[src/rtl/vga_pkg.sv]
// ============================================================================
// Module   : vga_pkg
// Purpose  : Shared game-state encoding, counter/score widths and a small
//            saturating-free score increment helper used by the game FSM,
//            the text overlay and the ball logic.
// Ports    : none (package)
// Revision : 1.0 - initial release
// ============================================================================
`default_nettype none

package vga_pkg;

  // Game state encoding shared by every block that reacts to the game phase.
  typedef enum logic [1:0] {
    MENU_START = 2'b00,
    SERVE      = 2'b01,
    PLAYING    = 2'b10,
    GAME_OVER  = 2'b11
  } state_t;

  localparam int c_CNT_W   = 10;
  localparam int c_SCORE_W = 4;

  typedef logic [c_SCORE_W-1:0] score_t;
  typedef logic [c_CNT_W-1:0]   frame_cnt_t;

  // Scores never overflow because the match ends at WIN_SCORE <= 15.
  function automatic score_t score_inc(input score_t s);
    return s + score_t'(1);
  endfunction

endpackage

`default_nettype wire

[src/rtl/game_fsm_if.sv]
// ============================================================================
// Module   : game_fsm_if
// Purpose  : Bundles the game controller's event inputs and status outputs.
// Ports    : start_btn, frame_tick, p1_point, p2_point (events into the FSM)
//            state, player1_score, player2_score, ball_hold, serve_dir
//            (status out of the FSM)
//            modport slave  - the game FSM side
//            modport master - the side that produces events / consumes status
// Revision : 1.0 - initial release
// ============================================================================
`default_nettype none

interface game_fsm_if;
  import vga_pkg::*;

  logic   start_btn;
  logic   frame_tick;
  logic   p1_point;
  logic   p2_point;
  state_t state;
  score_t player1_score;
  score_t player2_score;
  logic   ball_hold;
  logic   serve_dir;

  modport slave (
    input  start_btn, frame_tick, p1_point, p2_point,
    output state, player1_score, player2_score, ball_hold, serve_dir
  );

  modport master (
    output start_btn, frame_tick, p1_point, p2_point,
    input  state, player1_score, player2_score, ball_hold, serve_dir
  );

endinterface

`default_nettype wire

[src/rtl/game_timer.sv]
// ============================================================================
// Module   : game_timer
// Purpose  : Frame-tick counter with synchronous clear, count enable and a
//            terminal-count input. o_done pulses on the enabled tick that
//            brings the count up to i_tc; the owner clears the counter on
//            that same edge, so the count never wraps.
// Ports    : clk, rst      - clock, synchronous active-high reset
//            i_clr         - synchronous clear (wins over i_en)
//            i_en          - count enable (one frame tick)
//            i_tc          - terminal count
//            o_done        - combinational terminal-count pulse
// Revision : 1.0 - initial release
// ============================================================================
`default_nettype none

module game_timer
  import vga_pkg::*;
(
  input  wire logic       clk,
  input  wire logic       rst,
  input  wire logic       i_clr,
  input  wire logic       i_en,
  input  wire frame_cnt_t i_tc,
  output logic            o_done
);

  frame_cnt_t r_count;
  frame_cnt_t w_count_inc;

  assign w_count_inc = r_count + frame_cnt_t'(1);

  // Done looks at the incremented value so the transition fires on the tick
  // that makes the count equal the terminal value. It does not depend on
  // i_clr, which keeps the owner's clear logic free of a combinational loop.
  assign o_done = i_en && (w_count_inc == i_tc);

  always_ff @(posedge clk) begin
    if (rst || i_clr) begin
      r_count <= '0;
    end else if (i_en) begin
      r_count <= w_count_inc;
    end
  end

endmodule

`default_nettype wire

[src/rtl/game_fsm.sv]
// ============================================================================
// Module   : game_fsm
// Purpose  : Pong match controller. Sequences MENU_START -> SERVE ->
//            PLAYING -> (SERVE | GAME_OVER) -> MENU_START, keeps the two
//            4-bit scores, the serve direction and the ball-park flag.
//            All outputs are registers updated on the edge that samples the
//            causing input.
// Ports    : clk   - system pixel clock
//            rst   - synchronous active-high reset
//            bus   - game_fsm_if.slave (start_btn, frame_tick, p1_point,
//                    p2_point in; state, scores, ball_hold, serve_dir out)
// Params   : WIN_SCORE (1..15), SERVE_FRAMES (1..1023), OVER_FRAMES (1..1023)
// Config   : GAME_AUTO_RESTART_EN - when defined, GAME_OVER also returns to
//            MENU_START after OVER_FRAMES frame ticks.
// Revision : 1.0 - initial release
// ============================================================================
`default_nettype none

module game_fsm
  import vga_pkg::*;
#(
  parameter int unsigned WIN_SCORE    = 9,
  parameter int unsigned SERVE_FRAMES = 60,
  parameter int unsigned OVER_FRAMES  = 300
) (
  input wire logic  clk,
  input wire logic  rst,
  game_fsm_if.slave bus
);

  localparam score_t     c_WIN      = score_t'(WIN_SCORE);
  localparam frame_cnt_t c_SERVE_TC = frame_cnt_t'(SERVE_FRAMES);
  localparam frame_cnt_t c_OVER_TC  = frame_cnt_t'(OVER_FRAMES);

`ifdef GAME_AUTO_RESTART_EN
  localparam logic c_AUTO_RESTART = 1'b1;
`else
  localparam logic c_AUTO_RESTART = 1'b0;
`endif

  // Registered state
  state_t r_state;
  score_t r_p1_score;
  score_t r_p2_score;
  logic   r_serve_dir;
  logic   r_ball_hold;
  logic   r_start_prev;

  // Next-state values
  state_t w_state;
  score_t w_p1_score;
  score_t w_p2_score;
  logic   w_serve_dir;
  logic   w_ball_hold;

  logic       w_start_ev;
  logic       w_tmr_clr;
  logic       w_tmr_en;
  logic       w_tmr_done;
  frame_cnt_t w_tmr_tc;

  assign w_start_ev = bus.start_btn && !r_start_prev;

  // The timer only runs in SERVE, and in GAME_OVER when auto-restart is
  // built in; elsewhere it sits at the zero it was cleared to on entry.
  assign w_tmr_en = bus.frame_tick &&
                    ((r_state == SERVE) ||
                     (c_AUTO_RESTART && (r_state == GAME_OVER)));
  assign w_tmr_tc = (r_state == GAME_OVER) ? c_OVER_TC : c_SERVE_TC;

  game_timer u_timer (
    .clk    (clk),
    .rst    (rst),
    .i_clr  (w_tmr_clr),
    .i_en   (w_tmr_en),
    .i_tc   (w_tmr_tc),
    .o_done (w_tmr_done)
  );

  always_comb begin
    w_state     = r_state;
    w_p1_score  = r_p1_score;
    w_p2_score  = r_p2_score;
    w_serve_dir = r_serve_dir;

    unique case (r_state)
      MENU_START: begin
        if (w_start_ev) begin
          w_state     = SERVE;
          w_p1_score  = '0;
          w_p2_score  = '0;
          w_serve_dir = 1'b0;
        end
      end

      SERVE: begin
        if (w_tmr_done) begin
          w_state = PLAYING;
        end
      end

      PLAYING: begin
        // Player 1 has priority on a simultaneous point; player 2's is lost.
        if (bus.p1_point) begin
          w_p1_score  = score_inc(r_p1_score);
          w_serve_dir = 1'b1;
          w_state     = (w_p1_score == c_WIN) ? GAME_OVER : SERVE;
        end else if (bus.p2_point) begin
          w_p2_score  = score_inc(r_p2_score);
          w_serve_dir = 1'b0;
          w_state     = (w_p2_score == c_WIN) ? GAME_OVER : SERVE;
        end
      end

      GAME_OVER: begin
        if (w_start_ev || w_tmr_done) begin
          w_state = MENU_START;
        end
      end

      default: begin
        w_state = MENU_START;
      end
    endcase

    // Every state change restarts the frame counter from zero.
    w_tmr_clr   = (w_state != r_state);
    w_ball_hold = (w_state != PLAYING);
  end

  always_ff @(posedge clk) begin
    if (rst) begin
      r_state      <= MENU_START;
      r_p1_score   <= '0;
      r_p2_score   <= '0;
      r_serve_dir  <= 1'b0;
      r_ball_hold  <= 1'b1;
      r_start_prev <= 1'b0;
    end else begin
      r_state      <= w_state;
      r_p1_score   <= w_p1_score;
      r_p2_score   <= w_p2_score;
      r_serve_dir  <= w_serve_dir;
      r_ball_hold  <= w_ball_hold;
      r_start_prev <= bus.start_btn;
    end
  end

  assign bus.state         = r_state;
  assign bus.player1_score = r_p1_score;
  assign bus.player2_score = r_p2_score;
  assign bus.ball_hold     = r_ball_hold;
  assign bus.serve_dir     = r_serve_dir;

endmodule

`default_nettype wire

[src/flat_wrapper.sv]
// flat-port wrapper written by rule: the top's interface ports become plain ports
module game_fsm_flat import vga_pkg::*;
#(
  parameter int unsigned WIN_SCORE    = 9,
  parameter int unsigned SERVE_FRAMES = 60,
  parameter int unsigned OVER_FRAMES  = 300
)
  (clk, rst, bus_start_btn, bus_frame_tick, bus_p1_point, bus_p2_point, bus_state, bus_player1_score, bus_player2_score, bus_ball_hold, bus_serve_dir);
  game_fsm_if bus_i ();
  input wire logic clk;
  input wire logic rst;
  input wire logic [$bits(bus_i.start_btn)-1:0] bus_start_btn;
  input wire logic [$bits(bus_i.frame_tick)-1:0] bus_frame_tick;
  input wire logic [$bits(bus_i.p1_point)-1:0] bus_p1_point;
  input wire logic [$bits(bus_i.p2_point)-1:0] bus_p2_point;
  output wire logic [$bits(bus_i.state)-1:0] bus_state;
  output wire logic [$bits(bus_i.player1_score)-1:0] bus_player1_score;
  output wire logic [$bits(bus_i.player2_score)-1:0] bus_player2_score;
  output wire logic [$bits(bus_i.ball_hold)-1:0] bus_ball_hold;
  output wire logic [$bits(bus_i.serve_dir)-1:0] bus_serve_dir;
  assign bus_i.start_btn = bus_start_btn;
  assign bus_i.frame_tick = bus_frame_tick;
  assign bus_i.p1_point = bus_p1_point;
  assign bus_i.p2_point = bus_p2_point;
  assign bus_state = bus_i.state;
  assign bus_player1_score = bus_i.player1_score;
  assign bus_player2_score = bus_i.player2_score;
  assign bus_ball_hold = bus_i.ball_hold;
  assign bus_serve_dir = bus_i.serve_dir;
  game_fsm #(.WIN_SCORE(WIN_SCORE), .SERVE_FRAMES(SERVE_FRAMES), .OVER_FRAMES(OVER_FRAMES)) u_core (.clk(clk), .rst(rst), .bus(bus_i));
endmodule
[config.mk]
export PLATFORM = sky130hd
export DESIGN_NAME = game_fsm_flat
export DESIGN_NICKNAME = d
export VERILOG_FILES = /design/src/rtl/vga_pkg.sv /design/src/rtl/game_fsm_if.sv /design/src/rtl/game_timer.sv /design/src/rtl/game_fsm.sv /design/src/flat_wrapper.sv
export SDC_FILE = /design/constraint.sdc
export NUM_CORES = 1
export LEC_CHECK = 0
export ABC_CLOCK_PERIOD_IN_PS = 3000
export CORE_ASPECT_RATIO = 2
export CORE_MARGIN = 2
export CORE_UTILIZATION = 40
export CTS_CLUSTER_SIZE = 20
export DETAILED_ROUTE_END_ITERATION = 6
export DONT_BUFFER_PORTS = 1
export MAX_ROUTING_LAYER = met4
export PLACE_DENSITY_LB_ADDON = 0.1
export SLEW_MARGIN = 10
export SYNTH_ARGS = -nofsm -noshare
export SYNTH_HDL_FRONTEND = slang
export SYNTH_SLANG_ARGS = --single-unit
[constraint.sdc]
create_clock -name clk -period 3 [get_ports clk]
set_input_delay 0.45 -clock clk [delete_from_list [all_inputs] [get_ports clk]]
set_output_delay 0.45 -clock clk [all_outputs]
set_load 0.02 [all_outputs]
==> flow_summary.ini, run 1 <==
[grt]
grt_util_met3 = 0.0207
first_global_vias = 1144
grt_pass1_wl_um = 5290
grt.total_usage = 0.187
antenna_found_initial = 0
busiest_layer = met2
use_met2 = 0.346
overflow = 0
met1_usage = 0.177
grt_max_degree = 19

[run_status]
status = completed

[sta]
rsz0062_at_grt = false
drv_slew = 0
skew_ns = 0.00241
hold_viol = 0
fin_crit_ns = 2.18
fin_crit_sh = 0.728
hold_slack_ns = 0.248
fmax_mhz = 458
worstMarginPinSlew_ns = 0.697
relSlewSlack = 0.534
finalSetupViolations = 0
tns_ns = 0

[detailed_routing]
postRouteAntennaNets = 0
wl_um = 3270
vias = 1179
drc = 0
dr.pass1.iters = 4
viasPerCell = 5.95
wl_per_cell_um = 16.5
drt_iter0_drc = 17

[power_and_ir_drop]
ir_drop_uv = 307
powerDensity_nw_per_um2 = 372
leakagePower_nw = 0.475

[floorplan]
std_cell_rows = 30
die_h_um = 87.1
core_um2 = 3340
die_w_um = 45.6
ios = 18
die_area_um2 = 3970
start_util = 0.414

[clock_tree]
post-cts-setup-buffers = 0
clk_pin_slew_ns = 0.08
cts_sinks = 23
cts_buffer_depth = 2
cts_resized = 0
clockRootBuffer = clkbuf_8
h-tree-depth = 1
numCtsBuffers = 3
hold_buffers = 0
cts_tree = yes
worstSkewPairLatency_ns = 0.26

[logic_synthesis]
yosysWarningCount = 0
synthesis.instances = 171
async_reset_ff_frac = 0
ys.flop_type = dfxtp_1
seq_area_frac_synth = 0.333
synth_cell_types = 42
ys_ff_latch = 23
synth_nets = 183
synth_edf_count = 0
syn_area_um2 = 1380
avgSynthCellArea_um2 = 8.09

[hold_path]
hold_start = rst
holdPathStages = 1
min_path_type = in2reg

[worst_setup_path]
crit_cells = 5
worstPathRequired_ns = 3.13
worstPathMaxFanout = 15
critPathArrivalTime_ns = 2.32
crit_chain = and3b_1 > o2111ai_1 > a221o_1 > nor3_2 > o21ai_1
critPathKind = reg2reg
startpoint_type = flip-flop
max_stage_delay_ns = 0.51
cp_slowest_cell = dfxtp_1
critPathBufInv = 0
crit_family = simple AND/OR/NAND/NOR gates
cp-end-kind = flip-flop
crit_start = u_core.bus.state[1]
ff2ff_path_depth = 5
rr_startpoint = u_core.bus.state[1]

[cells_and_area]
fin_area_um2 = 1430
finalNetCount = 179
final_common_cell = dfxtp_1
stdcell_count = 198
most-common-layout-cells = dfxtp_1 (23), nand2_1 (14), nor2_1 (14)
areaGrowthSynthToFinish_pct = 3.17
num_antenna_cells = 0
drive_gt1_frac = 0.0542

[job]
cap_violations = 0

[placement]
place_congestion = 0.904
portBuffers = 0
dp_hpwl_um = 2560
placed_cell_area_um2 = 1380
dpl.cell_count = 194
-- metal layers --
metal	wire length, µm	up-vias
li1	-	593
met1	1190	560
met2	1940	22
met3	81	4
met4	57	0
met5	0	-
-- cell usage after synthesis (all sizes together), types with 4 or more instances --
master,instances,area (µm²)
xor2,8,70.1
inv,8,30.0
nor2b,4,25.0
ha,6,75.1
nand2,14,52.6
o21ai,5,25.0
nor2,14,52.6
xnor2,6,52.6
nor4,8,50.1
buf,4,25.0
a21oi,10,50.1
nand3,7,35.0
nor3,9,50.1
dfxtp,23,460
clkbuf,6,23.8
-- flip-flops by register name, indices dropped and copies added, names as in the netlist --
register / count
u_core.bus.serve_dir: 1
u_core.bus.player2_score: 4
u_core.r_start_prev: 1
u_core.u_timer.r_count: 10
u_core.bus.ball_hold: 1
u_core.bus.player1_score: 4
u_core.bus.state: 2
-- per-stage QoR --
stage / power, W / utilization / worst slack (ns)
floorplan: 0.000349 / - / 1.09
global placement: 0.000353 / 0.413 / 0.915
detailed placement: 0.000353 / 0.413 / 0.841
CTS: 0.000546 / 0.427 / 0.812
global route: 0.000568 / 0.427 / 0.637
finish: 0.000531 / 0.427 / 0.816
-- path summary, 6_finish.rpt --
kind | slack, ns | end
min reg2reg | 0.58 | u_core.u_timer.r_count[9]
min | 0.25 | u_core.bus.state[1]
max | 0.82 | u_core.bus.ball_hold
max reg2reg | 0.82 | u_core.bus.ball_hold
-- layout make-up --
| cell class | instances | area, µm² |
|---|---|---|
| Clock buffer | 4 | 45.0 |
| Timing Repair Buffer | 1 | 7.51 |
| Multi-Input combinational cell | 130 | 843 |
| Sequential cell | 23 | 460 |
| Tap cell | 32 | 40.0 |
| Inverter | 8 | 30.0 |
| Fill cell | 351 | 1910 |
-- where the power goes --
| group | leakage [nW] | internal [W] | switching (W) | total [W] |
|---|---|---|---|---|
| sequential | 0.186 | 0.000308 | 0.00000443 | 0.000312 |
| clock | 0.0228 | 0.0000945 | 0.0000914 | 0.000186 |
| combinational | 0.267 | 0.0000131 | 0.0000200 | 0.0000331 |
| total | 0.475 | 0.000415 | 0.000116 | 0.000531 |
-- logic make-up after synthesis --
| kind of cell | after synthesis | synth area share |
|---|---|---|
| AND/OR/NAND/NOR | 78 | 0.310 |
| AO/OA/AOI/OAI | 30 | 0.142 |
| flip-flops | 23 | 0.333 |
| buffers and inverters | 18 | 0.0570 |
| XOR/XNOR | 14 | 0.0887 |
| adder cells (fa/ha/maj) | 6 | 0.0543 |
| multiplexers | 2 | 0.0145 |
(Power assumes the default switching activity.)
==> inputs of run 2 (changes only) <==
--- a/config.mk
+++ b/config.mk
@@ -5,7 +5,7 @@
 export SDC_FILE = /design/constraint.sdc
 export NUM_CORES = 1
 export LEC_CHECK = 0
-export ABC_CLOCK_PERIOD_IN_PS = 3000
+export ABC_CLOCK_PERIOD_IN_PS = 1850
 export CORE_ASPECT_RATIO = 2
 export CORE_MARGIN = 2
 export CORE_UTILIZATION = 40
==> constraint.sdc (replaced) <==
create_clock -name clk -period 1.85 [get_ports clk]
set_input_delay 0.2775 -clock clk [delete_from_list [all_inputs] [get_ports clk]]
set_output_delay 0.2775 -clock clk [all_outputs]
set_load 0.02 [all_outputs]
==> run 2 against run 1 <==
  * Sequential power is 62% higher
  * Clock skew hardly changed
  * Maximum frequency is 22% higher
  * Routed wire length is 9.2% higher
  * Critical path depth is 1 higher
  * Clock-buffer cell count stayed put
  * Register-to-register slack worse by 0.75 ns
  * Clock power is 68% higher
  * Sequential share of layout area is 4.2 points lower
  * First-iteration DRC count is 29% higher
==> flow_summary.ini, run 2 (synthesis gave the netlist of run 1 again) <==
[clock_tree]
cts_sinks = 23
numCtsBuffers = 3
cts_buffer_depth = 2
worstSkewPairLatency_ns = 0.26
h-tree-depth = 1
cts_tree = yes
hold_buffers = 0
clockRootBuffer = clkbuf_8
clk_pin_slew_ns = 0.08

[power_and_ir_drop]
powerDensity_nw_per_um2 = 529
leakagePower_nw = 0.623
ir_drop_uv = 432

[sta]
tns_ns = 0
fmax_mhz = 561
skew_ns = 0.00255
fin_crit_ns = 1.78
setup_slack_ns = 0.0661
finalSetupViolations = 0
hold_viol = 0
fin_crit_sh = 0.964
rsz0062_at_grt = false
relSlewSlack = 0.713
drv_slew = 0
worstMarginPinSlew_ns = 0.431

[detailed_routing]
wl_per_cell_um = 16.0
viasPerCell = 5.81
wl_um = 3570
drc = 0
dr.pass1.iters = 4
postRouteAntennaNets = 0
drt_iter0_drc = 22
vias = 1296

[floorplan]
std_cell_rows = 30
ios = 18
core_um2 = 3340
die_area_um2 = 3970
die_w_um = 45.6
die_h_um = 87.1
start_util = 0.414

[job]
cap_violations = 0

[placement]
portBuffers = 0
place_congestion = 0.853
post-place-ws_ns = -0.0144
dp_hpwl_um = 2730

[hold_path]
holdPathStages = 1
min_path_type = in2reg

[run_status]
status = completed

[worst_setup_path]
critPathKind = reg2reg
critPathArrivalTime_ns = 1.96
startpoint_type = flip-flop
cp-end-kind = flip-flop
ff2ff_path_depth = 6
worstPathRequired_ns = 2.03
worstPathMaxFanout = 5

[cells_and_area]
num-fill-cells = 340
drive_gt1_frac = 0.267
num_antenna_cells = 0
final_common_cell = buf_4
finalNetCount = 204
most-common-layout-cells = buf_4 (26), dfxtp_1 (16), nand2_1 (14)
fin_util = 0.502
areaGrowthSynthToFinish_pct = 21.4
largest_reg_flops = 10
largest_register = u_core.u_timer.r_count

[grt]
first_global_vias = 1336
grt_max_degree = 16
overflow = 0
antenna_found_initial = 0
grt.total_usage = 0.210
grt_pass1_wl_um = 5940
[run 2: cell types whose count changed in the layout (fill, tap and decap cells not counted), sizes merged]
| cell | change |
|---|---|
| buf | +25 |
[run 2: final cells by class]
type / instances / area [µm²] / share of cell area
Multi-Input combinational cell: 130 / 896 / 0.534
Sequential cell: 23 / 472 / 0.281
Timing Repair Buffer: 26 / 195 / 0.116
Clock buffer: 4 / 45.0 / 0.0268
Tap cell: 32 / 40.0 / 0.0239
Inverter: 8 / 30.0 / 0.0179
[run 2: through the flow]
step	hold WS [ns]	power (W)	std cells	instance area (µm²)
floorplan	0.349	0.000566	171	1390
global placement	0.345	0.000581	216	1550
detailed placement	0.349	0.000580	216	1550
CTS	0.0639	0.000896	220	1610
global route	0.0459	0.000938	223	1680
finish	0.0672	0.000887	223	1680
[run 2: critical path, cell delays in order (launching register included)]
cell and delay (ns):
dfxtp_2 0.36, ha_4 0.16, nand3_2 0.08, a21o_1 0.17, a221o_1 0.37, or3_4 0.38
a211oi_2 0.17
[run 2: routing by layer]
metal | share of wire | vias to the layer above | track usage
met4 | 0.041 | 0 | 0.131
met5 | 0 | - | -
met2 | 0.60 | 28 | 0.385
met3 | 0.028 | 10 | 0.0249
met1 | 0.33 | 613 | 0.188
li1 | - | 645 | -
[run 2: power breakdown]
| group | leakage (nW) | total, W | switching, W | internal, W |
|---|---|---|---|---|
| logic | 0.411 | 0.0000686 | 0.0000355 | 0.0000331 |
| clock network | 0.0228 | 0.000312 | 0.000158 | 0.000154 |
| registers | 0.189 | 0.000506 | 0.00000732 | 0.000499 |
| total | 0.623 | 0.000887 | 0.000201 | 0.000686 |
[run 2: path summary, 6_finish.rpt]
check                                      to                        start  slack [ns]
setup reg to reg          u_core.bus.state[1]    u_core.u_timer.r_count[1]        0.07
setup / recovery          u_core.bus.state[1]    u_core.u_timer.r_count[1]        0.07
hold reg to reg   u_core.bus.player2_score[1]  u_core.bus.player2_score[1]        0.50
hold / removal            u_core.bus.state[1]                          rst        0.07
[run 2: what timing repair did]
action,in CTS,in global routing
endpoints found under the setup margin,11,13
buffers inserted,0,3
resized for setup,2,17
gates cloned,0,0
pin swaps,0,3
==> inputs of run 3 (changes only) <==
--- a/config.mk
+++ b/config.mk
@@ -14,6 +14,8 @@
 export DONT_BUFFER_PORTS = 1
 export MAX_ROUTING_LAYER = met4
 export PLACE_DENSITY_LB_ADDON = 0.1
+export RECOVER_POWER = 100
+export SKIP_CTS_REPAIR_TIMING = 1
 export SLEW_MARGIN = 10
 export SYNTH_ARGS = -nofsm -noshare
 export SYNTH_HDL_FRONTEND = slang
==> run 3 against run 2 <==
  * Critical path depth did not move
  * Routed wire length fell by 0.45%
  * Clock skew barely moved
  * Combinational power fell by 11%
  * Clock power fell by 1%
  * Hold slack improved by 0.0023 ns
  * Core utilization fell by 0.97 points
  * Via count fell by 1.1%
  * Critical path type unchanged
  * Largest cell class unchanged
==> flow_summary.ini, run 3 (synthesis gave the netlist of run 1 again) <==
[run_status]
status = completed

[grt]
met1_usage = 0.184
busiest_layer = met2
grt_max_degree = 16
grt_pass1_wl_um = 5840
antenna_found_initial = 0
use_met2 = 0.375
overflow = 0
grt_util_met3 = 0.0290
first_global_vias = 1332
grt.total_usage = 0.205

[power_and_ir_drop]
total_power_w = 0.000877
ir_drop_uv = 429
powerDensity_nw_per_um2 = 533
leakagePower_nw = 0.612

[cells_and_area]
fin_area_um2 = 1650
num-fill-cells = 344
final_common_cell = buf_4
finalNetCount = 202
fin_util = 0.493
most-common-layout-cells = buf_4 (24), nand2_1 (14), dfxtp_1 (14)
areaGrowthSynthToFinish_pct = 19.0
stdcell_count = 221
num_antenna_cells = 0
drive_gt1_frac = 0.243
largest_register = u_core.u_timer.r_count
largest_reg_flops = 10

[worst_setup_path]
worstPathRequired_ns = 2.03
worstPathMaxFanout = 5
startpoint_type = flip-flop
r2r_end = u_core.bus.state[1]
ff2ff_path_depth = 6
critPathKind = reg2reg
cp-end-kind = flip-flop
rr_startpoint = u_core.u_timer.r_count[1]
critPathArrivalTime_ns = 1.99
reg2reg_slack_ns = 0.04

[sta]
hold_viol = 0
fin_crit_sh = 0.977
skew_ns = 0.00213
fmax_mhz = 553
drv_slew = 0
relSlewSlack = 0.714
hold_slack_ns = 0.0695
finalSetupViolations = 0
fin_crit_ns = 1.81
worstMarginPinSlew_ns = 0.428
rsz0062_at_grt = true

[hold_path]
min_path_type = in2reg
hold_end = u_core.bus.state[1]
holdPathStages = 1
hold_start = rst

[placement]
placed_cell_area_um2 = 1550
dp_hpwl_um = 2730
dpl.cell_count = 216
place_congestion = 0.853
portBuffers = 0

[floorplan]
die_area_um2 = 3970
ios = 18
die_h_um = 87.1
die_w_um = 45.6
core_um2 = 3340
start_util = 0.414
std_cell_rows = 30

[detailed_routing]
dr.pass1.iters = 4
drt_iter0_drc = 10
postRouteAntennaNets = 0
viasPerCell = 5.80
wl_per_cell_um = 16.1
wl_um = 3550
vias = 1282
drc = 0

[clock_tree]
cts_buffer_depth = 2
h-tree-depth = 1
worstSkewPairLatency_ns = 0.26
clockRootBuffer = clkbuf_8
numCtsBuffers = 3
clk_pin_slew_ns = 0.08
cts_tree = yes
cts_sinks = 23

[job]
cap_violations = 0
==> run 3: per-layer routing <==
metal,up-vias,wire length (µm)
met4,0,145
met5,-,0
li1,640,-
met1,609,1180
met2,23,2130
met3,10,91
==> run 3: stage by stage <==
stage,setup slack (ns),setup TNS (ns)
after floorplan,0.00453,0
after global placement,-0.0408,-0.298
after detailed placement,-0.0144,-0.0576
after CTS,-0.0319,-0.229
after global routing,-0.0398,-0.0439
final,0.0427,0
==> run 3: power by group <==
group | switching, W | total, W | internal, W
registers | 0.00000869 | 0.000508 | 0.000499
logic | 0.0000323 | 0.0000608 | 0.0000285
clock network | 0.000155 | 0.000308 | 0.000153
==> run 3: layout make-up <==
cell class | instances | area [µm²] | share of cell area
multi-input cells | 130 | 876 | 0.532
well taps | 32 | 40.0 | 0.0243
repair buffers | 24 | 180 | 0.110
inverters | 8 | 30.0 | 0.0183
clock buffers | 4 | 45.0 | 0.0274
flip-flops and latches | 23 | 474 | 0.288
==> run 3: worst max-delay path: stages, from the launching register on <==
cell,delay [ns]
dfxtp_2,0.36
ha_4,0.16
nand3_1,0.10
a21o_1,0.18
a221o_1,0.37
or3_4,0.40
a211oi_2,0.17
==> run 3: worst max-delay path by stage <==
stage,slack [ns],start,endpoint
3_3_place_gp,-0.04,u_core.bus.player1_score[0],u_core.u_timer.r_count[5]
4_1_cts,-0.03,u_core.bus.player1_score[0],u_core.u_timer.r_count[8]
6_report,0.04,u_core.u_timer.r_count[1],u_core.bus.state[1]
2_1_floorplan,0.005,u_core.u_timer.r_count[0],u_core.bus.state[1]
3_5_place_dp,-0.01,u_core.bus.player1_score[0],u_core.u_timer.r_count[8]
5_1_grt,-0.04,u_core.bus.state[0],u_core.bus.state[1]
